**src/rtl/jtag_seq_pkg.sv**
```systemverilog
// Shared definitions for the JTAG scan sequencer.
//   - jtag_op_e   : command opcodes carried on cmd_op
//   - *Len        : tck counts of the fixed TMS path fragments
//   - tap_state_e : IEEE 1149.1 TAP controller state encodings (4 bit)
//   - tap_next    : TAP controller transition function, for TAP models
package jtag_seq_pkg;

  typedef enum logic [1:0] {
    OpReset  = 2'd0,
    OpIrScan = 2'd1,
    OpDrScan = 2'd2,
    OpIdle   = 2'd3
  } jtag_op_e;

  // Fixed path lengths in tck periods.
  localparam int unsigned ResetLen   = 6;  // 1,1,1,1,1,0 : any state -> Run-Test/Idle
  localparam int unsigned DrHdrLen   = 3;  // 1,0,0       : RTI -> Shift-DR
  localparam int unsigned IrHdrLen   = 4;  // 1,1,0,0     : RTI -> Shift-IR
  localparam int unsigned TrailerLen = 2;  // 1,0         : Exit1 -> Update -> RTI

  typedef enum logic [3:0] {
    TapExit2Dr     = 4'h0,
    TapExit1Dr     = 4'h1,
    TapShiftDr     = 4'h2,
    TapPauseDr     = 4'h3,
    TapSelectIr    = 4'h4,
    TapUpdateDr    = 4'h5,
    TapCaptureDr   = 4'h6,
    TapSelectDr    = 4'h7,
    TapExit2Ir     = 4'h8,
    TapExit1Ir     = 4'h9,
    TapShiftIr     = 4'hA,
    TapPauseIr     = 4'hB,
    TapRunIdle     = 4'hC,
    TapUpdateIr    = 4'hD,
    TapCaptureIr   = 4'hE,
    TapLogicReset  = 4'hF
  } tap_state_e;

  function automatic tap_state_e tap_next(tap_state_e s, logic tms);
    tap_state_e n;
    case (s)
      TapLogicReset: n = tms ? TapLogicReset : TapRunIdle;
      TapRunIdle:    n = tms ? TapSelectDr   : TapRunIdle;
      TapSelectDr:   n = tms ? TapSelectIr   : TapCaptureDr;
      TapCaptureDr:  n = tms ? TapExit1Dr    : TapShiftDr;
      TapShiftDr:    n = tms ? TapExit1Dr    : TapShiftDr;
      TapExit1Dr:    n = tms ? TapUpdateDr   : TapPauseDr;
      TapPauseDr:    n = tms ? TapExit2Dr    : TapPauseDr;
      TapExit2Dr:    n = tms ? TapUpdateDr   : TapShiftDr;
      TapUpdateDr:   n = tms ? TapSelectDr   : TapRunIdle;
      TapSelectIr:   n = tms ? TapLogicReset : TapCaptureIr;
      TapCaptureIr:  n = tms ? TapExit1Ir    : TapShiftIr;
      TapShiftIr:    n = tms ? TapExit1Ir    : TapShiftIr;
      TapExit1Ir:    n = tms ? TapUpdateIr   : TapPauseIr;
      TapPauseIr:    n = tms ? TapExit2Ir    : TapPauseIr;
      TapExit2Ir:    n = tms ? TapUpdateIr   : TapShiftIr;
      TapUpdateIr:   n = tms ? TapSelectDr   : TapRunIdle;
      default:       n = TapLogicReset;
    endcase
    return n;
  endfunction

endpackage

```
**src/rtl/jtag_tck_gen.sv**
```systemverilog
// Test clock generator: while en_i is high, tck_o runs with DIV clk cycles per half period,
// starting with a low phase. Strobes are valid in the clk cycle before the edge they name.
//   clk, rst_n : system clock, asynchronous active-low reset
//   en_i       : run tck; low forces tck_o=0 and restarts the divider
//   tck_o      : test clock
//   rise_o     : the coming clk edge drives tck high (sample tdo)
//   fall_o     : the coming clk edge ends the high phase (next bit's low phase starts)
module jtag_tck_gen #(
  parameter int unsigned DIV = 2
) (
  input  logic clk,
  input  logic rst_n,
  input  logic en_i,
  output logic tck_o,
  output logic rise_o,
  output logic fall_o
);

  localparam int unsigned CntW = $clog2(DIV) + 1;

  logic [CntW-1:0] cnt_q, cnt_d;
  logic            tck_q, tck_d;
  logic            last;

  assign last = (cnt_q == CntW'(DIV - 1));

  always_comb begin
    cnt_d = cnt_q;
    tck_d = tck_q;
    if (!en_i) begin
      cnt_d = '0;
      tck_d = 1'b0;
    end else if (last) begin
      cnt_d = '0;
      tck_d = ~tck_q;
    end else begin
      cnt_d = cnt_q + 1'b1;
    end
  end

  always_ff @(posedge clk or negedge rst_n) begin
    if (!rst_n) begin
      cnt_q <= '0;
      tck_q <= 1'b0;
    end else begin
      cnt_q <= cnt_d;
      tck_q <= tck_d;
    end
  end

  assign tck_o  = tck_q;
  assign rise_o = en_i & last & ~tck_q;
  assign fall_o = en_i & last & tck_q;

endmodule

```
**src/rtl/jtag_scan_sequencer.sv**
```systemverilog
// Host-side JTAG master. Takes RESET / IR_SCAN / DR_SCAN / IDLE commands over valid/ready,
// walks the TAP along fixed TMS paths (always from and back to Run-Test/Idle) and returns the
// tdo bits captured during the shift, right-aligned, LSB first.
//   clk, rst_n           : system clock, asynchronous active-low reset
//   cmd_valid/ready      : command handshake; cmd_op, cmd_len (clamped to MAX_LEN), cmd_data
//   rsp_valid/ready      : response handshake; rsp_data held until accepted
//   tck, tms, tdi, tdo   : TAP pins
//   busy                 : a command is being sequenced
// Optional build macro JTAG_SEQ_AUTO_RESET_EN: until a RESET sequence has completed since
// rst_n, any other command is preceded by the 6-tck RESET path in the same run.
module jtag_scan_sequencer
  import jtag_seq_pkg::*;
#(
  parameter  int unsigned MAX_LEN = 32,
  parameter  int unsigned DIV     = 2,
  localparam int unsigned LEN_W   = $clog2(MAX_LEN + 1)
) (
  input  logic               clk,
  input  logic               rst_n,
  input  logic               cmd_valid,
  output logic               cmd_ready,
  input  logic [1:0]         cmd_op,
  input  logic [LEN_W-1:0]   cmd_len,
  input  logic [MAX_LEN-1:0] cmd_data,
  output logic               rsp_valid,
  input  logic               rsp_ready,
  output logic [MAX_LEN-1:0] rsp_data,
  output logic               tck,
  output logic               tms,
  output logic               tdi,
  input  logic               tdo,
  output logic               busy
);

  localparam int unsigned IdxW = LEN_W + 3;
  typedef logic [IdxW-1:0] idx_t;

  localparam logic [1:0] StIdle = 2'd0;
  localparam logic [1:0] StRun  = 2'd1;
  localparam logic [1:0] StResp = 2'd2;

  // Sequence helpers. idx counts tck periods from the start of the run, including any
  // auto-reset preamble (pre); j is the position inside the command's own path.
  function automatic logic in_preamble(logic pre, idx_t idx);
    return pre && (idx < idx_t'(ResetLen));
  endfunction

  function automatic idx_t seq_pos(logic pre, idx_t idx);
    return pre ? idx - idx_t'(ResetLen) : idx;
  endfunction

  function automatic idx_t hdr_len(jtag_op_e op);
    return (op == OpIrScan) ? idx_t'(IrHdrLen) : idx_t'(DrHdrLen);
  endfunction

  function automatic logic is_scan(jtag_op_e op);
    return (op == OpIrScan) || (op == OpDrScan);
  endfunction

  function automatic idx_t seq_total(jtag_op_e op, logic [LEN_W-1:0] n, logic pre);
    idx_t t;
    case (op)
      OpReset: t = idx_t'(ResetLen);
      OpIdle:  t = idx_t'(n);
      default: t = idx_t'(n) + hdr_len(op) + idx_t'(TrailerLen);
    endcase
    if (pre) t = t + idx_t'(ResetLen);
    return t;
  endfunction

  function automatic logic in_shift(jtag_op_e op, logic [LEN_W-1:0] n, logic pre, idx_t idx);
    idx_t j, h;
    j = seq_pos(pre, idx);
    h = hdr_len(op);
    return !in_preamble(pre, idx) && is_scan(op) && (j >= h) && (j < h + idx_t'(n));
  endfunction

  function automatic logic tms_at(jtag_op_e op, logic [LEN_W-1:0] n, logic pre, idx_t idx);
    idx_t j, h, nn;
    logic r;
    j  = seq_pos(pre, idx);
    h  = hdr_len(op);
    nn = idx_t'(n);
    r  = 1'b0;
    if (in_preamble(pre, idx)) begin
      r = (idx != idx_t'(ResetLen - 1));
    end else begin
      case (op)
        OpReset: r = (j != idx_t'(ResetLen - 1));
        OpIdle:  r = 1'b0;
        default: begin
          if (j < h - 1'b1)       r = (j == 0) || ((op == OpIrScan) && (j == 1));
          // Zero-length scan leaves Capture via Exit1 instead of entering Shift.
          else if (j == h - 1'b1) r = (nn == 0);
          else if (j < h + nn)    r = (j == h + nn - 1'b1);
          else                    r = (j == h + nn);
        end
      endcase
    end
    return r;
  endfunction

  function automatic logic tdi_at(jtag_op_e op, logic [LEN_W-1:0] n, logic pre,
                                  logic [MAX_LEN-1:0] data, idx_t idx);
    logic [MAX_LEN-1:0] sh;
    sh = data >> (seq_pos(pre, idx) - hdr_len(op));
    return in_shift(op, n, pre, idx) ? sh[0] : 1'b0;
  endfunction

  logic [1:0]         state_q, state_d;
  jtag_op_e           op_q, op_d;
  logic [LEN_W-1:0]   len_q, len_d;
  logic [MAX_LEN-1:0] data_q, data_d;
  logic               pre_q, pre_d;
  logic [MAX_LEN-1:0] rsp_q, rsp_d;
  idx_t               bit_q, bit_d;
  logic               tms_q, tms_d;
  logic               tdi_q, tdi_d;

  jtag_op_e           op_in;
  logic [LEN_W-1:0]   len_in;
  logic               pre_in;
  idx_t               total_in, total_cur, nxt_idx;
  logic [MAX_LEN-1:0] rsp_bit;
  logic               gen_en, gen_rise, gen_fall;

`ifdef JTAG_SEQ_AUTO_RESET_EN
  logic synced_q, synced_d;
  assign pre_in = !synced_q && (op_in != OpReset);
`else
  assign pre_in = 1'b0;
`endif

  assign op_in     = jtag_op_e'(cmd_op);
  assign len_in    = (cmd_len > LEN_W'(MAX_LEN)) ? LEN_W'(MAX_LEN) : cmd_len;
  assign total_in  = seq_total(op_in, len_in, pre_in);
  assign total_cur = seq_total(op_q, len_q, pre_q);
  assign nxt_idx   = bit_q + 1'b1;
  assign gen_en    = (state_q == StRun) && (total_cur != '0);

  always_comb begin
    rsp_bit    = '0;
    rsp_bit[0] = tdo;
  end

  jtag_tck_gen #(
    .DIV (DIV)
  ) u_tck_gen (
    .clk    (clk),
    .rst_n  (rst_n),
    .en_i   (gen_en),
    .tck_o  (tck),
    .rise_o (gen_rise),
    .fall_o (gen_fall)
  );

  always_comb begin
    state_d = state_q;
    op_d    = op_q;
    len_d   = len_q;
    data_d  = data_q;
    pre_d   = pre_q;
    rsp_d   = rsp_q;
    bit_d   = bit_q;
    tms_d   = tms_q;
    tdi_d   = tdi_q;
`ifdef JTAG_SEQ_AUTO_RESET_EN
    synced_d = synced_q;
`endif
    case (state_q)
      StIdle: begin
        if (cmd_valid) begin
          state_d = StRun;
          op_d    = op_in;
          len_d   = len_in;
          data_d  = cmd_data;
          pre_d   = pre_in;
          rsp_d   = '0;
          bit_d   = '0;
          // First bit's low phase starts on the accept edge; with no tck the pins stay put.
          if (total_in != '0) begin
            tms_d = tms_at(op_in, len_in, pre_in, '0);
            tdi_d = tdi_at(op_in, len_in, pre_in, cmd_data, '0);
          end
        end
      end
      StRun: begin
        if (total_cur == '0) begin
          state_d = StResp;
        end else begin
          if (gen_rise && in_shift(op_q, len_q, pre_q, bit_q)) begin
            rsp_d = rsp_q | (rsp_bit << (seq_pos(pre_q, bit_q) - hdr_len(op_q)));
          end
          if (gen_fall) begin
`ifdef JTAG_SEQ_AUTO_RESET_EN
            if ((bit_q == idx_t'(ResetLen - 1)) && ((op_q == OpReset) || pre_q)) begin
              synced_d = 1'b1;
            end
`endif
            if (bit_q == total_cur - 1'b1) begin
              state_d = StResp;
            end else begin
              bit_d = nxt_idx;
              tms_d = tms_at(op_q, len_q, pre_q, nxt_idx);
              tdi_d = tdi_at(op_q, len_q, pre_q, data_q, nxt_idx);
            end
          end
        end
      end
      StResp: begin
        if (rsp_ready) state_d = StIdle;
      end
      default: state_d = StIdle;
    endcase
  end

  always_ff @(posedge clk or negedge rst_n) begin
    if (!rst_n) begin
      state_q <= StIdle;
      op_q    <= OpReset;
      len_q   <= '0;
      data_q  <= '0;
      pre_q   <= 1'b0;
      rsp_q   <= '0;
      bit_q   <= '0;
      tms_q   <= 1'b1;
      tdi_q   <= 1'b0;
    end else begin
      state_q <= state_d;
      op_q    <= op_d;
      len_q   <= len_d;
      data_q  <= data_d;
      pre_q   <= pre_d;
      rsp_q   <= rsp_d;
      bit_q   <= bit_d;
      tms_q   <= tms_d;
      tdi_q   <= tdi_d;
    end
  end

`ifdef JTAG_SEQ_AUTO_RESET_EN
  always_ff @(posedge clk or negedge rst_n) begin
    if (!rst_n) synced_q <= 1'b0;
    else        synced_q <= synced_d;
  end
`endif

  assign cmd_ready = (state_q == StIdle);
  assign busy      = (state_q == StRun);
  assign rsp_valid = (state_q == StResp);
  assign rsp_data  = rsp_q;
  assign tms       = tms_q;
  assign tdi       = tdi_q;

endmodule

```
**config.mk**
```make
export PLATFORM = sky130hd
export DESIGN_NAME = jtag_scan_sequencer
export DESIGN_NICKNAME = d
export VERILOG_FILES = /design/src/rtl/jtag_seq_pkg.sv /design/src/rtl/jtag_tck_gen.sv /design/src/rtl/jtag_scan_sequencer.sv
export SDC_FILE = /design/constraint.sdc
export NUM_CORES = 1
export LEC_CHECK = 0
export ABC_AREA = 0
export ABC_CLOCK_PERIOD_IN_PS = 5200
export CORE_ASPECT_RATIO = 1.5
export CORE_MARGIN = 4
export CORE_UTILIZATION = 55
export CTS_CLUSTER_SIZE = 24
export DETAILED_ROUTE_END_ITERATION = 12
export GPL_ROUTABILITY_DRIVEN = 0
export PLACE_DENSITY = 0.79
export SKIP_LAST_GASP = 1
export SYNTH_ARGS = -nofsm -noshare
export SYNTH_HDL_FRONTEND = slang
export SYNTH_SLANG_ARGS = --single-unit
```
**constraint.sdc**
```tcl
create_clock -name clk -period 5.2 [get_ports clk]
set_input_delay 0.78 -clock clk [delete_from_list [all_inputs] [get_ports clk]]
set_output_delay 0.78 -clock clk [all_outputs]
set_load 0.01 [all_outputs]
```
# Word level (Yosys, flattened, before mapping)
# Cells that the tools add are included.
[word_totals] regBits=88 out_inout_bits=38 elab_cells=142
[op_classes] n_addsub=14 n_lt_le_gt_ge=9 n_eq_ne=25 n_shift=3 muxes=46 n_bitwise=5 n_reduce_logical=30
[ops] op="$mux W32" count=3
[ops] op="$pmux W32 S2" count=1
[ops] op="$shr A32 B9 Y1" count=2
[ops] op="$pmux W9 S2" count=3
[ops] op="$logic_not A9 Y1" count=5
[ops] op="$sub A9 B1 Y9 const B" count=5
[ops] op="$eq A9 B9 Y1" count=4
[ops] op="$mux W9" count=4
[ops] op="$or A32 B32 Y32" count=1
[ops] op="$shl A1 B9 Y32" count=1
[ops] op="$mux W1" count=20
[ops] op="$add A9 B2 Y9 const B" count=2
[ops] op="$lt A9 B9 Y1" count=2
[ops] op="$reduce_bool A9 Y1" count=2
[ops] op="$sub A9 B9 Y9" count=2
[ops] op="$add A3 B6 Y7" count=2
[ops] op="$mux W2" count=7
[ops] op="$logic_not A6 Y1" count=2
[ops] op="$eq A2 B2 Y1 const B" count=5
[ops] op="$add A9 B1 Y9 const B" count=1
[ops] op="$eq A9 B1 Y1 const B" count=1
[ops] op="$ge A9 B3 Y1" count=1
[ops] op="$ge A9 B9 Y1" count=1
[ops] op="$logic_and A1 B1 Y1" count=9
[ops] op="25 further kinds" count=46

# Depth between registers and ports, before layout
[logic_depth] depth_word=13 ltp_mapped=22

# Cells and area by module
# Synthesis repeated with hierarchy kept, for this count alone.
[unflattened] hier_cells=709 hier_area_um2=6065.8
[by_module_without_submodules] mod="jtag_scan_sequencer" n_inst=1 cells_per_inst=698 area_per_inst_um2=5940.7
[by_module_without_submodules] mod="jtag_tck_gen" n_inst=1 cells_per_inst=11 area_per_inst_um2=125.1

# Worst setup path before layout
# No wires, ideal clock.
[synth_path] path_kind="reg2reg" from="reg op_q[1]" to="reg tms_q, in the netlist tms" setup_time_ns=0.061 arrival_ns=4.309 t_required_ns=5.139 setup_slack_ns=0.830 stages_incl_launch_ff=22 path_buffers=1 period_less_slack_ns=4.370 cell_sequence="dfrtp_1 inv_1 ha_1 buf_4 inv_1 ha_1 ha_1 nand2b_1 a21oi_1 nor3_1 nor2_1 ha_1 o21a_1 o21ai_0 a21oi_1 nor3_1 nand4_1 mux2_2 mux2i_1 o22ai_1 o31ai_1 mux2_1"
[synth_between] elab_chain_len=13 word_cells_on_any_way=35
[synth_lines] element="start: declaration" line_no="jtag_scan_sequencer.sv:111" text="jtag_op_e op_q, op_d;"
[synth_lines] element="start signal: assignment" line_no="jtag_scan_sequencer.sv:220" text="op_q <= OpReset;"
[synth_lines] element="start signal: assignment" line_no="jtag_scan_sequencer.sv:230" text="op_q <= op_d;"
[synth_lines] element="parallel branches: the longest is 13 deep, another holds $add A9 B2 Y9"
[synth_lines] element="end signal: assignment" line_no="jtag_scan_sequencer.sv:236" text="tms_q <= tms_d;"
[synth_lines] element="end: declaration" line_no="jtag_scan_sequencer.sv:117" text="logic tms_q, tms_d;"
# Several ways; the timed one is not identified. The select of a mux whose other input is x is not followed.
# A chain may end at the register's enable or synchronous reset.

# Worst setup path in the final report
[layout_path] from="reg op_q[0]" to="reg rsp_q[15], in the netlist rsp_data[15]"
[layout_between] elab_chain_len=12 word_cells_on_any_way=28
[layout_lines] element="$eq A2 B1 Y1" line_no="jtag_scan_sequencer.sv:53, jtag_scan_sequencer.sv:57"
[layout_lines] element="$mux W3" line_no="jtag_scan_sequencer.sv:53" text="return (op == OpIrScan) ? idx_t'(IrHdrLen) : idx_t'(DrHdrLen);"
[layout_lines] element="$add A3 B6 Y7" line_no="jtag_scan_sequencer.sv:65, jtag_scan_sequencer.sv:75"
[layout_lines] element="$add A9 B2 Y9" line_no="jtag_scan_sequencer.sv:65" text="default: t = idx_t'(n) + hdr_len(op) + idx_t'(TrailerLen);"
[layout_lines] element="$pmux W9 S2" line_no="jtag_scan_sequencer.sv:62" text="case (op)"
[layout_lines] element="$reduce_bool A9 Y1" line_no="jtag_scan_sequencer.sv:139" text="assign gen_en = (state_q == StRun) && (total_cur != '0);"
[layout_lines] element="$logic_and A1 B1 Y1" line_no="jtag_scan_sequencer.sv:139"
[layout_lines] element="$and A1 B1 Y1 (2 in series)" line_no="jtag_tck_gen.sv:52" text="assign rise_o = en_i & last & ~tck_q;"
[layout_lines] element="$logic_and A1 B1 Y1" line_no="jtag_scan_sequencer.sv:191" text="if (gen_rise && in_shift(op_q, len_q, pre_q, bit_q)) begin"
[layout_lines] element="$ne A2 B1 Y1 (no line)"
[layout_lines] element="$reduce_and A4 Y1 (no line)"
[layout_lines] element="end signal: assignment" line_no="jtag_scan_sequencer.sv:234" text="rsp_q <= rsp_d;"
[layout_lines] element="end: declaration" line_no="jtag_scan_sequencer.sv:115" text="logic [MAX_LEN-1:0] rsp_q, rsp_d;"
# Parallel ways exist; a longest one is shown, timed or not. The select of a mux whose other input is x is not followed.

==> impl_metrics.ini <==
[routing]
firstDrtPassIters = 7
drc = 0
postRouteAntennaNets = 0
via_count = 5856
drtIter0Drc = 463
finalWirelength_um = 17300
avgViaCountPerCell = 6.16
wl_per_cell_um = 18.2

[power_and_ir_drop]
p_sw_share_pct = 47.3
sequentialPowerShare_pct = 23.7
p_total_mw = 4.54
p_clk_share_pct = 14.9
p_switching_mw = 2.15
power_frac_comb_pct = 61.4
ir_drop_mv = 0.323
intPower_mw = 2.39
power.density_mw_per_mm2 = 610
leakage_nw = 3.29

[clock_network]
cts_made_buffers = 9
clkTransAtPathRegs_ps = 70
cts_sinks = 88
cts_htree_levels = 3
post_cts_resized = 0
root_buffer = clkbuf_16
cts_setup_buffers = 0
cts_tree = yes
insertion_delay_ps = 340
ctsHoldBuffers = 0
cts_buffer_depth = 2

[critical_path]
crit_type = flip-flop to flip-flop
crit_path_max_fanout = 18
cp.arrival_ps = 5000
r2r_slack_ps = 440
required_ps = 5440
path_buf_inv = 3
crit_path_start_kind = flip-flop
r2r-start = op_q[0]$_DFFE_PN0P_
worstRegToRegCells = 18
cp_top_family = compound AO/OA/AOI/OAI gates
end_kind = flip-flop
crit_path_max_incr_delay_ps = 620
cp_slowest_cell = o21ai_2
crit_path_cell_trace = ha_1 > inv_1 > ha_1 > ha_1 > a21oi_1 > xnor2_2 > inv_1 > ha_1 > inv_1 > nand3_1 > a211oi_1 > nor3_1 > nand2_1 > nor4b_1 > nand2b_1 > o21ai_2 > nand4_1 > o21ai_0
r2r-end = rsp_data[15]$_DFFE_PN0P_
crit_top_cell = ha_1

[placed_design]
dp_hpwl_um = 12500
port_buffers = 82
dpl.cell_count = 935

[final_layout]
register_area_mm2 = 0.00220
area_growth_pct = 18.9
multi_input_area_mm2 = 0.00375
fin_nets = 884
drive_above_1_share_pct = 7.46
diodes = 0
layout.cells.non_filler = 951
fill_cells = 930
utilization_pct = 67.3

[timing]
fin_crit_ps = 4760
fmax_ghz = 0.210
whs_ps = 426
finalHoldViolCount = 0
tightest_slew_ps = 1080
final-setup-viol-count = 0
skew_ps = 7.60
relSlewSlack_pct = 28.1
grt_setup_unrepaired = false
finalSetupTns_ps = 0
fin_crit_sh_pct = 91.6
report.final.slew_viol_count = 0

[synthesis]
synthCells = 743
seq_area_frac_synth_pct = 35.2
synth.distinct_cells = 71
yosys_warnings = 0
synthArstFlopShare_pct = 100
synth_flop_cell = dfrtp_1
syn-num-nets = 828
ys_ff_latch = 88
syn_avg_cell_area_um2 = 8.42
synth_edf_count = 0
synthTopCellsByArea = dfrtp_1, nand2_1, ha_1
yosysTopAreaCell = dfrtp_1
synth.top_cell.area_share_pct = 34.8
syn_area_mm2 = 0.00625
synth.most_common_cell = nand2_1
synth_common_cells = nand2_1, dfrtp_1, nor2_1

[min_path]
holdPathEnd = u_tck_gen.cnt_q[0]$_DFF_PN0_
hold_start = u_tck_gen.cnt_q[0]$_DFF_PN0_
holdPathStages = 1
holdCritPathClass = flip-flop to flip-flop

[floorplanning]
die_area_mm2 = 0.0132
rows = 47
die_height_um = 139
initial_core_util_pct = 56.6
io_pins = 83
die_x_um = 95.1
core_mm2 = 0.0111

[global_routing]
grt_antenna_before_repair = 0
grt_use_total_pct = 27.5
grt.overflow.total = 0
first_global_vias = 6167
grt_start_max_net_pins = 89
grt_pass1_wl_um = 28900

[run]
maxCapViolCount = 0

[run_status]
outcome = completed
-- power by group through the flow --
stage / logic (mW) / clock network, mW / registers [mW]
2_1_floorplan: 2.18 / 0 / 0.965
3_3_place_gp: 2.65 / 0 / 1.06
3_5_place_dp: 2.73 / 0 / 1.08
4_1_cts: 2.76 / 0.683 / 1.07
5_1_grt: 3.10 / 0.718 / 1.10
6_report: 2.78 / 0.676 / 1.07
-- state kept, by name (all words and copies together), names as in the netlist --
register / flops
tms: 1
u_tck_gen.tck_o: 1
tdi: 1
data_q: 32
rsp_data: 32
u_tck_gen.cnt_q: 2
bit_q: 9
state_q: 2
op_q: 2
len_q: 6
-- per-stage QoR --
stage          instance area, um2  setup slack (ps)
2_1_floorplan                6250               830
3_3_place_gp                 7120               860
3_5_place_dp                 7120               603
4_1_cts                      7440               589
5_1_grt                      7440              75.7
6_report                     7440               439
-- cells by family after synthesis --
| kind of cell | share of synthesized area, % |
|---|---|
| buffers and inverters | 4.88 |
| flip-flops | 35.2 |
| multiplexers | 6.36 |
| AO/OA/AOI/OAI | 17.0 |
| XOR/XNOR | 4.60 |
| AND/OR/NAND/NOR | 23.8 |
| adder cells (fa/ha/maj) | 8.12 |
-- how the worst max path moves through the flow --
| stage | from | end | slack (ps) | cells after the start |
|---|---|---|---|---|
| floorplan | op_q[1]$_DFFE_PN0P_ | tms$_DFFE_PN1P_ | 830 | 21 |
| CTS | op_q[0]$_DFFE_PN0P_ | rsp_data[15]$_DFFE_PN0P_ | 590 | 18 |
| global route | op_q[1]$_DFFE_PN0P_ | rsp_data[12]$_DFFE_PN0P_ | 80 | 19 |
| global placement | op_q[1]$_DFFE_PN0P_ | tms$_DFFE_PN1P_ | 860 | 20 |
| finish | op_q[0]$_DFFE_PN0P_ | rsp_data[15]$_DFFE_PN0P_ | 440 | 18 |
| detailed placement | op_q[0]$_DFFE_PN0P_ | rsp_data[14]$_DFFE_PN0P_ | 600 | 18 |
-- layout make-up --
| type | instances | share of cell area [%] |
|---|---|---|
| clock inverter | 5 | 0.841 |
| clock buffer | 11 | 3.40 |
| sequential | 88 | 29.6 |
| multi-input combinational | 579 | 50.4 |
| timing repair buffer | 88 | 11.6 |
| inverter | 33 | 1.66 |
| tap | 147 | 2.47 |
-- metal layers --
layer / vias to the layer above / wire length, um / global-route usage, %
met5: - / 0 / 0
met4: 0 / 1250 / 19.1
met3: 91 / 818 / 4.78
met2: 252 / 8860 / 46.4
met1: 2794 / 6340 / 30.6
li1: 2719 / - / -
-- cell usage in the layout (no fill, tap or decap), types with 6 or more instances in the layout --
cell	n
buf_4	7
nand4_1	9
ha_1	39
xnor2_1	23
a31oi_1	7
nor3_1	19
clkdlybuf4s50_1	81
nor2b_1	15
mux4_2	8
nor2_1	51
xor2_1	8
a211oi_1	6
o21ai_0	43
and3_1	7
o211ai_1	7
clkbuf_16	9
nand3_1	25
nand2b_1	8
nand2_1	157
mux2i_1	15
dfrtp_1	87
inv_1	32
a41oi_1	16
a21oi_1	23
Power figures use the tool's default switching activity.
